===== src/rtl/stream_to_bram.sv =====
// Capture engine: writes accepted AXI-stream beats word-by-word into a BRAM port.
// Optional macro STREAM_TO_BRAM_TLAST_EN adds data_stream_TLAST to end a capture early.
module stream_to_bram #(
    parameter  int MEM_DEPTH = 2048,
    localparam int AW        = $clog2(MEM_DEPTH)
) (
    input  logic          clk,
    input  logic          reset,
    input  logic          start,
    input  logic          abort,
    input  logic          sync_mode,
    input  logic [15:0]   capture_len,
    input  logic          fc_orbitSync,
    input  logic [31:0]   data_stream_TDATA,
    input  logic          data_stream_TVALID,
`ifdef STREAM_TO_BRAM_TLAST_EN
    input  logic          data_stream_TLAST,
`endif
    output logic          data_stream_TREADY,
    output logic          bram_CLK,
    output logic          bram_RST,
    output logic          bram_EN,
    output logic [3:0]    bram_WE,
    output logic [31:0]   bram_ADDR,
    output logic [31:0]   bram_DIN,
    output logic          busy,
    output logic          done,
    output logic [AW:0]   words_written,
    output logic [15:0]   drop_count,
    output logic [1:0]    dbg_state
);

    // Handshake: a beat transfers on any clk edge where TVALID && TREADY;
    // TREADY is 1 in every state once out of reset, so the block never stalls.
    typedef enum logic [1:0] {S_IDLE, S_ARMED, S_CAPTURE, S_DONE} state_t;

    localparam logic [AW:0] DEPTH_W = (AW+1)'(MEM_DEPTH);
    localparam logic [AW:0] ONE_W   = {{AW{1'b0}}, 1'b1};

    state_t      r_state;
    logic        r_tready;
    logic [AW:0] r_words;
    logic [AW:0] r_len;
    logic [15:0] r_drops;
    logic        r_en;
    logic [3:0]  r_we;
    logic [31:0] r_addr;
    logic [31:0] r_din;

    logic        w_accept;
    logic        w_trig;
    logic        w_write;
    logic        w_drop;
    logic        w_last;
    logic        w_end;
    logic [AW:0] w_words_nx;
    logic [AW:0] w_len_eff;

`ifdef STREAM_TO_BRAM_TLAST_EN
    assign w_last = data_stream_TLAST;
`else
    assign w_last = 1'b0;
`endif

    assign w_accept   = data_stream_TVALID && r_tready;
    assign w_trig     = (r_state == S_ARMED) && (!sync_mode || fc_orbitSync);
    assign w_write    = w_accept && !abort && ((r_state == S_CAPTURE) || w_trig);
    assign w_drop     = w_accept && !abort && !w_write;
    assign w_words_nx = r_words + ONE_W;
    assign w_end      = w_write && ((w_words_nx == r_len) || w_last);
    // Zero or oversize lengths fall back to the full buffer.
    assign w_len_eff  = ((capture_len == 16'd0) || ({1'b0, capture_len} > 17'(MEM_DEPTH)))
                        ? DEPTH_W : (AW+1)'(capture_len);

    always_ff @(posedge clk or posedge reset) begin
        if (reset) begin
            r_state  <= S_IDLE;
            r_tready <= 1'b0;
            r_words  <= '0;
            r_len    <= '0;
            r_drops  <= '0;
            r_en     <= 1'b0;
            r_we     <= 4'h0;
            r_addr   <= '0;
            r_din    <= '0;
        end else begin
            r_tready <= 1'b1;
            r_en     <= 1'b0;
            r_we     <= 4'h0;
            if (w_write) begin
                r_en    <= 1'b1;
                r_we    <= 4'hF;
                r_addr  <= {{(30-AW){1'b0}}, r_words[AW-1:0], 2'b00};
                r_din   <= data_stream_TDATA;
                r_words <= w_words_nx;
            end
            if (w_drop && (r_drops != 16'hFFFF)) begin
                r_drops <= r_drops + 16'd1;
            end
            if (abort) begin
                r_state <= S_IDLE;
            end else begin
                case (r_state)
                    S_IDLE, S_DONE: begin
                        if (start) begin
                            r_state <= S_ARMED;
                            r_words <= '0;
                            r_drops <= '0;
                            r_len   <= w_len_eff;
                        end
                    end
                    S_ARMED: begin
                        if (w_trig) begin
                            r_state <= w_end ? S_DONE : S_CAPTURE;
                        end
                    end
                    S_CAPTURE: begin
                        if (w_end) begin
                            r_state <= S_DONE;
                        end
                    end
                    default: r_state <= S_IDLE;
                endcase
            end
        end
    end

    assign data_stream_TREADY = r_tready;
    assign bram_CLK           = clk;
    assign bram_RST           = reset;
    assign bram_EN            = r_en;
    assign bram_WE            = r_we;
    assign bram_ADDR          = r_addr;
    assign bram_DIN           = r_din;
    assign busy               = (r_state == S_ARMED) || (r_state == S_CAPTURE);
    assign done               = (r_state == S_DONE);
    assign words_written      = r_words;
    assign drop_count         = r_drops;
    assign dbg_state          = r_state;

endmodule


===== config.mk =====
export PLATFORM = sky130hd
export DESIGN_NAME = stream_to_bram
export DESIGN_NICKNAME = d
export VERILOG_FILES = /design/src/rtl/stream_to_bram.sv
export SDC_FILE = /design/constraint.sdc
export NUM_CORES = 1
export LEC_CHECK = 0
export ABC_CLOCK_PERIOD_IN_PS = 2700
export BUFFER_PORTS_ARGS = -buffer_cell sky130_fd_sc_hd__buf_2
export CAP_MARGIN = 10
export CORE_ASPECT_RATIO = 1.2
export CORE_UTILIZATION = 45
export CTS_CLUSTER_SIZE = 10
export DETAILED_ROUTE_END_ITERATION = 6
export PLACE_DENSITY = 0.84
export SYNTH_ARGS = -nofsm -noshare
export SYNTH_HDL_FRONTEND = slang
export SYNTH_SLANG_ARGS = --single-unit

===== constraint.sdc =====
create_clock -name clk -period 2.7 [get_ports clk]
set_input_delay 0.54 -clock clk [delete_from_list [all_inputs] [get_ports clk]]
set_output_delay 0.54 -clock clk [all_outputs]
set_load 0.05 [all_outputs]

After elaboration in Yosys (flattened, before gate mapping)
Index checks and enable logic that the tools add are counted.
- $add $sub $neg: 2
- magnitude comparators: 1
- eq/ne operators: 8
- mux-type cells: 17
- bitwise logic cells: 1
- reduce and logical (&&, ||, !) cells: 19
- operator list (operator ; count):
    2-to-1 mux 16 bit ; 4
    2-to-1 mux 12 bit ; 5
    adder 16 x 1 -> 16 bit, second input constant ; 1
    greater-than comparator 16 x 12 -> 1 bit, second input constant ; 1
    zero test 16 bit ; 1
    != test 16 bit, second input constant ; 1
    adder 12 x 1 -> 12 bit, second input constant ; 1
    equality test 12 bit ; 1
    != test 3 bit, second input constant ; 3
    2-to-1 mux 2 bit ; 4
    logical AND 1 bit ; 7
    case mux 2 bit (3 select lines) ; 1
    AND reduction 3 bit ; 2
    equality test 2 bit, second input constant ; 2
    logical OR 1 bit ; 4
    2-to-1 mux 4 bit ; 1
    zero test 1 bit ; 3
    equality test 2 x 1 -> 1 bit, second input constant ; 1
    zero test 2 bit ; 1
    2-to-1 mux 1 bit ; 2
    OR reduction 2 bit ; 1
    inverter 1 bit ; 1
- bits in registers: 91
- input port bits: 55
- output and inout bits: 104

Logic depth before layout (Yosys ltp)
- depth in word-level cells: 12
- gate-level depth with buffers: 10
- mapped depth without buffers: 8

==> out/qor.yml <==
sta:
  maxSlewViolCount: 0
  fin_tns_setup_ns: 0
  slew_headroom: 0.563
  finalHoldViolCount: 0
  grt_setup_unrepaired: "false"
  post-route-period-util: 0.953
  fmax_ghz: 0.389
  finClkSkew_ns: 0.0118
  min_period_ns: 2.57
  setup_viol: 0
  worstMarginPinSlew_ns: 0.654
  whs_ns: 0.100
detailed_routing:
  drc: 0
  drtAntennaViolNets: 0
  via_per_inst: 4.96
  first_pass_iters: 4
  drt_iter0_markers: 205
  routed_wl_microns: 9540
  via_count: 3624
  wl_per_cell_microns: 13.1
critical_path:
  crit_chain: "buf_4 > and4_1 > and3_1 > o211a_1 > nor4_2 > o2111ai_2 > o31ai_2 > mux2_1"
  slowest_delay_ns: 0.43
  path_class: "reg2reg"
  crit_slowest_cell: "dfrtp_2"
  reg2regPathDepth: 8
  regToRegSetupSlack_ns: 0.13
  worstReg2RegStart: "words_written[0]$_DFF_PP0_"
  end_kind: "flop"
  rr_endpoint: "dbg_state[1]$_DFFE_PP0P_"
  crit_path_end: "dbg_state[1]$_DFFE_PP0P_"
  crit_fanout: 6
  crit_start: "words_written[0]$_DFF_PP0_"
  crit_required_ns: 3.06
  start_kind: "flop"
  critPathArrivalTime_ns: 2.93
cts:
  path_clk_slew_ns: 0.09
  cts_tree: "built"
  clk-insertion-delay-late_ns: 0.47
yosys:
  ys_ff_latch: 87
  syn_avg_cell_area_sq_um: 9.08
  synthCells: 469
  yosysSeqAreaShare: 0.511
  ys_async_sr_fraction: 1.00
  synth_edf_count: 0
  yosys_warnings: 0
  yosys_most_used_dff: "dfrtp_1"
  ys_types: 47
  netlist_area_sq_mm: 0.00426
floorplanning:
  dieHeight_microns: 109
  start_util: 0.467
  core_sq_mm: 0.00913
  pin_count: 159
  die_area_sq_mm: 0.00986
  die_w_microns: 90.8
  rows: 38
placed_design:
  gp_congestion: 0.881
  portBuffers: 137
  hpwl_microns: 6940
  dp.cells: 711
cells_and_area:
  instances_no_fill: 731
  layout-drive-gt1-share: 0.303
  area_growth_pct: 24.6
  nets: 666
  layout_commonest_cell: "nand2_1"
  layout_common_cells: "144 x nand2_1, 137 x buf_2, 85 x dfrtp_1, 40 x nor2_1, 22 x conb_1"
  n_antenna_cell: 0
power:
  power_density_mw_per_mm2: 956
  ir_drop_uv: 589
  finalPower_mw: 5.07
  p_leak_nw: 2.87
hold_path:
  min_path_type: "in2async"
outcome:
  outcome: "finished, final reports clean"
global_route:
  grt_pass1_wl_microns: 15500
  grt_antenna_before_repair: 0
  grt_max_degree: 52
  first_global_vias: 3311
  grt_overflow: 0
  grt_use_total: 0.202
flow_run:
  cap_violations: 0
[timing repair]
action,in CTS,in global routing
setup buffers,0,1
hold buffers,0,0
pin swaps,0,2
resized for setup,1,3
endpoints found under the setup margin,1,1
[Yosys cell counts, types with 2 or more instances]
| master | number | area, sq um |
|---|---|---|
| nor4_1 | 7 | 43.8 |
| buf_2 | 2 | 10.0 |
| xnor2_1 | 21 | 184 |
| mux2i_1 | 3 | 30.0 |
| nand3_1 | 9 | 45.0 |
| a31oi_1 | 2 | 12.5 |
| and3_1 | 3 | 18.8 |
| buf_1 | 3 | 11.3 |
| buf_4 | 27 | 203 |
| ha_1 | 5 | 62.6 |
| or2_2 | 2 | 12.5 |
| dfrtp_1 | 87 | 2180 |
| or3_1 | 6 | 37.5 |
| xor2_1 | 13 | 114 |
| a21oi_1 | 8 | 40.0 |
| a22o_1 | 9 | 78.8 |
| o21ai_0 | 8 | 40.0 |
| nor3_1 | 8 | 40.0 |
| clkbuf_1 | 14 | 52.6 |
| inv_1 | 15 | 56.3 |
| nand2_1 | 144 | 541 |
| nand4_1 | 4 | 25.0 |
| and4_1 | 3 | 26.3 |
| nand2b_1 | 2 | 12.5 |
| conb_1 | 2 | 7.51 |
| nor3b_1 | 2 | 15.0 |
| nor2_1 | 40 | 150 |
[where the power goes]
| part | switching [mW] | leakage (nW) | internal (mW) |
|---|---|---|---|
| Sequential | 0.165 | 1.16 | 1.58 |
| Clock | 0.537 | 0.142 | 0.680 |
| Combinational | 1.63 | 1.57 | 0.481 |
[state kept, by name (all words and copies together) (netlist names)]
signal,cells
bram_DIN,32
drop_count,16
r_len,12
words_written,12
bram_ADDR,11
dbg_state,2
bram_WE,1
data_stream_TREADY,1
[how the worst min path moves through the flow]
stage | slack, ns | to | cells past startpoint
floorplan | 0.49 | r_len[1]$_DFFE_PP0P_ | 1
global placement | 0.45 | bram_DIN[2]$_DFFE_PP0N_ | 2
detailed placement | 0.46 | bram_DIN[28]$_DFFE_PP0N_ | 2
CTS | 0.1 | bram_DIN[1]$_DFFE_PP0N_ | 2
global route | 0.13 | bram_ADDR[5]$_DFFE_PP0N_ | 2
finish | 0.10 | bram_DIN[30]$_DFFE_PP0N_ | 2
[critical path, delay by kind of cell, from the launching register on]
family / cells / cell delay, ns
flops: 1 / 0.43
mux: 1 / 0.36
buf+inv: 1 / 0.16
compound gates: 3 / 0.68
simple gates: 3 / 0.82
[kinds of logic (layout without fill, tap and decap cells)]
kind of cell | count (synthesis) | count (layout) | share of synthesized area
other cells | 2 | 22 | 0.00176
fa+ha+maj | 5 | 5 | 0.0147
mux | 4 | 4 | 0.00969
flops | 87 | 87 | 0.511
buf+inv | 61 | 183 | 0.0781
xor+xnor | 34 | 34 | 0.0699
simple gates | 236 | 236 | 0.242
compound gates | 40 | 40 | 0.0729
[cell type report]
type,instances,area (sq um)
fillers,809,3820
flip-flops and latches,87,2180
clock buffers,16,201
multi-input cells,341,1860
clock inverters,4,77.6
repair buffers,148,783
well taps,120,150
inverters,15,60.1
[layer usage]
metal  GRT usage  part of all wire  vias up
met5           0                 0        -
met3      0.0499             0.070       23
met4      0.0964             0.022        0
met2       0.335              0.48      161
met1       0.248              0.42     1685
li1            -                 -     1755
[stage by stage]
| step | worst slack [ns] | cell area, sq um | util |
|---|---|---|---|
| final | 0.127 | 5310 | 0.582 |
| after global routing | 0.0128 | 5310 | 0.582 |
| after CTS | 0.0657 | 5280 | 0.578 |
| after detailed placement | 0.0253 | 5000 | 0.548 |
| after global placement | 0.124 | 5000 | 0.548 |
| after floorplan | 0.117 | 4340 | - |
Power figures use the tool's default switching activity.
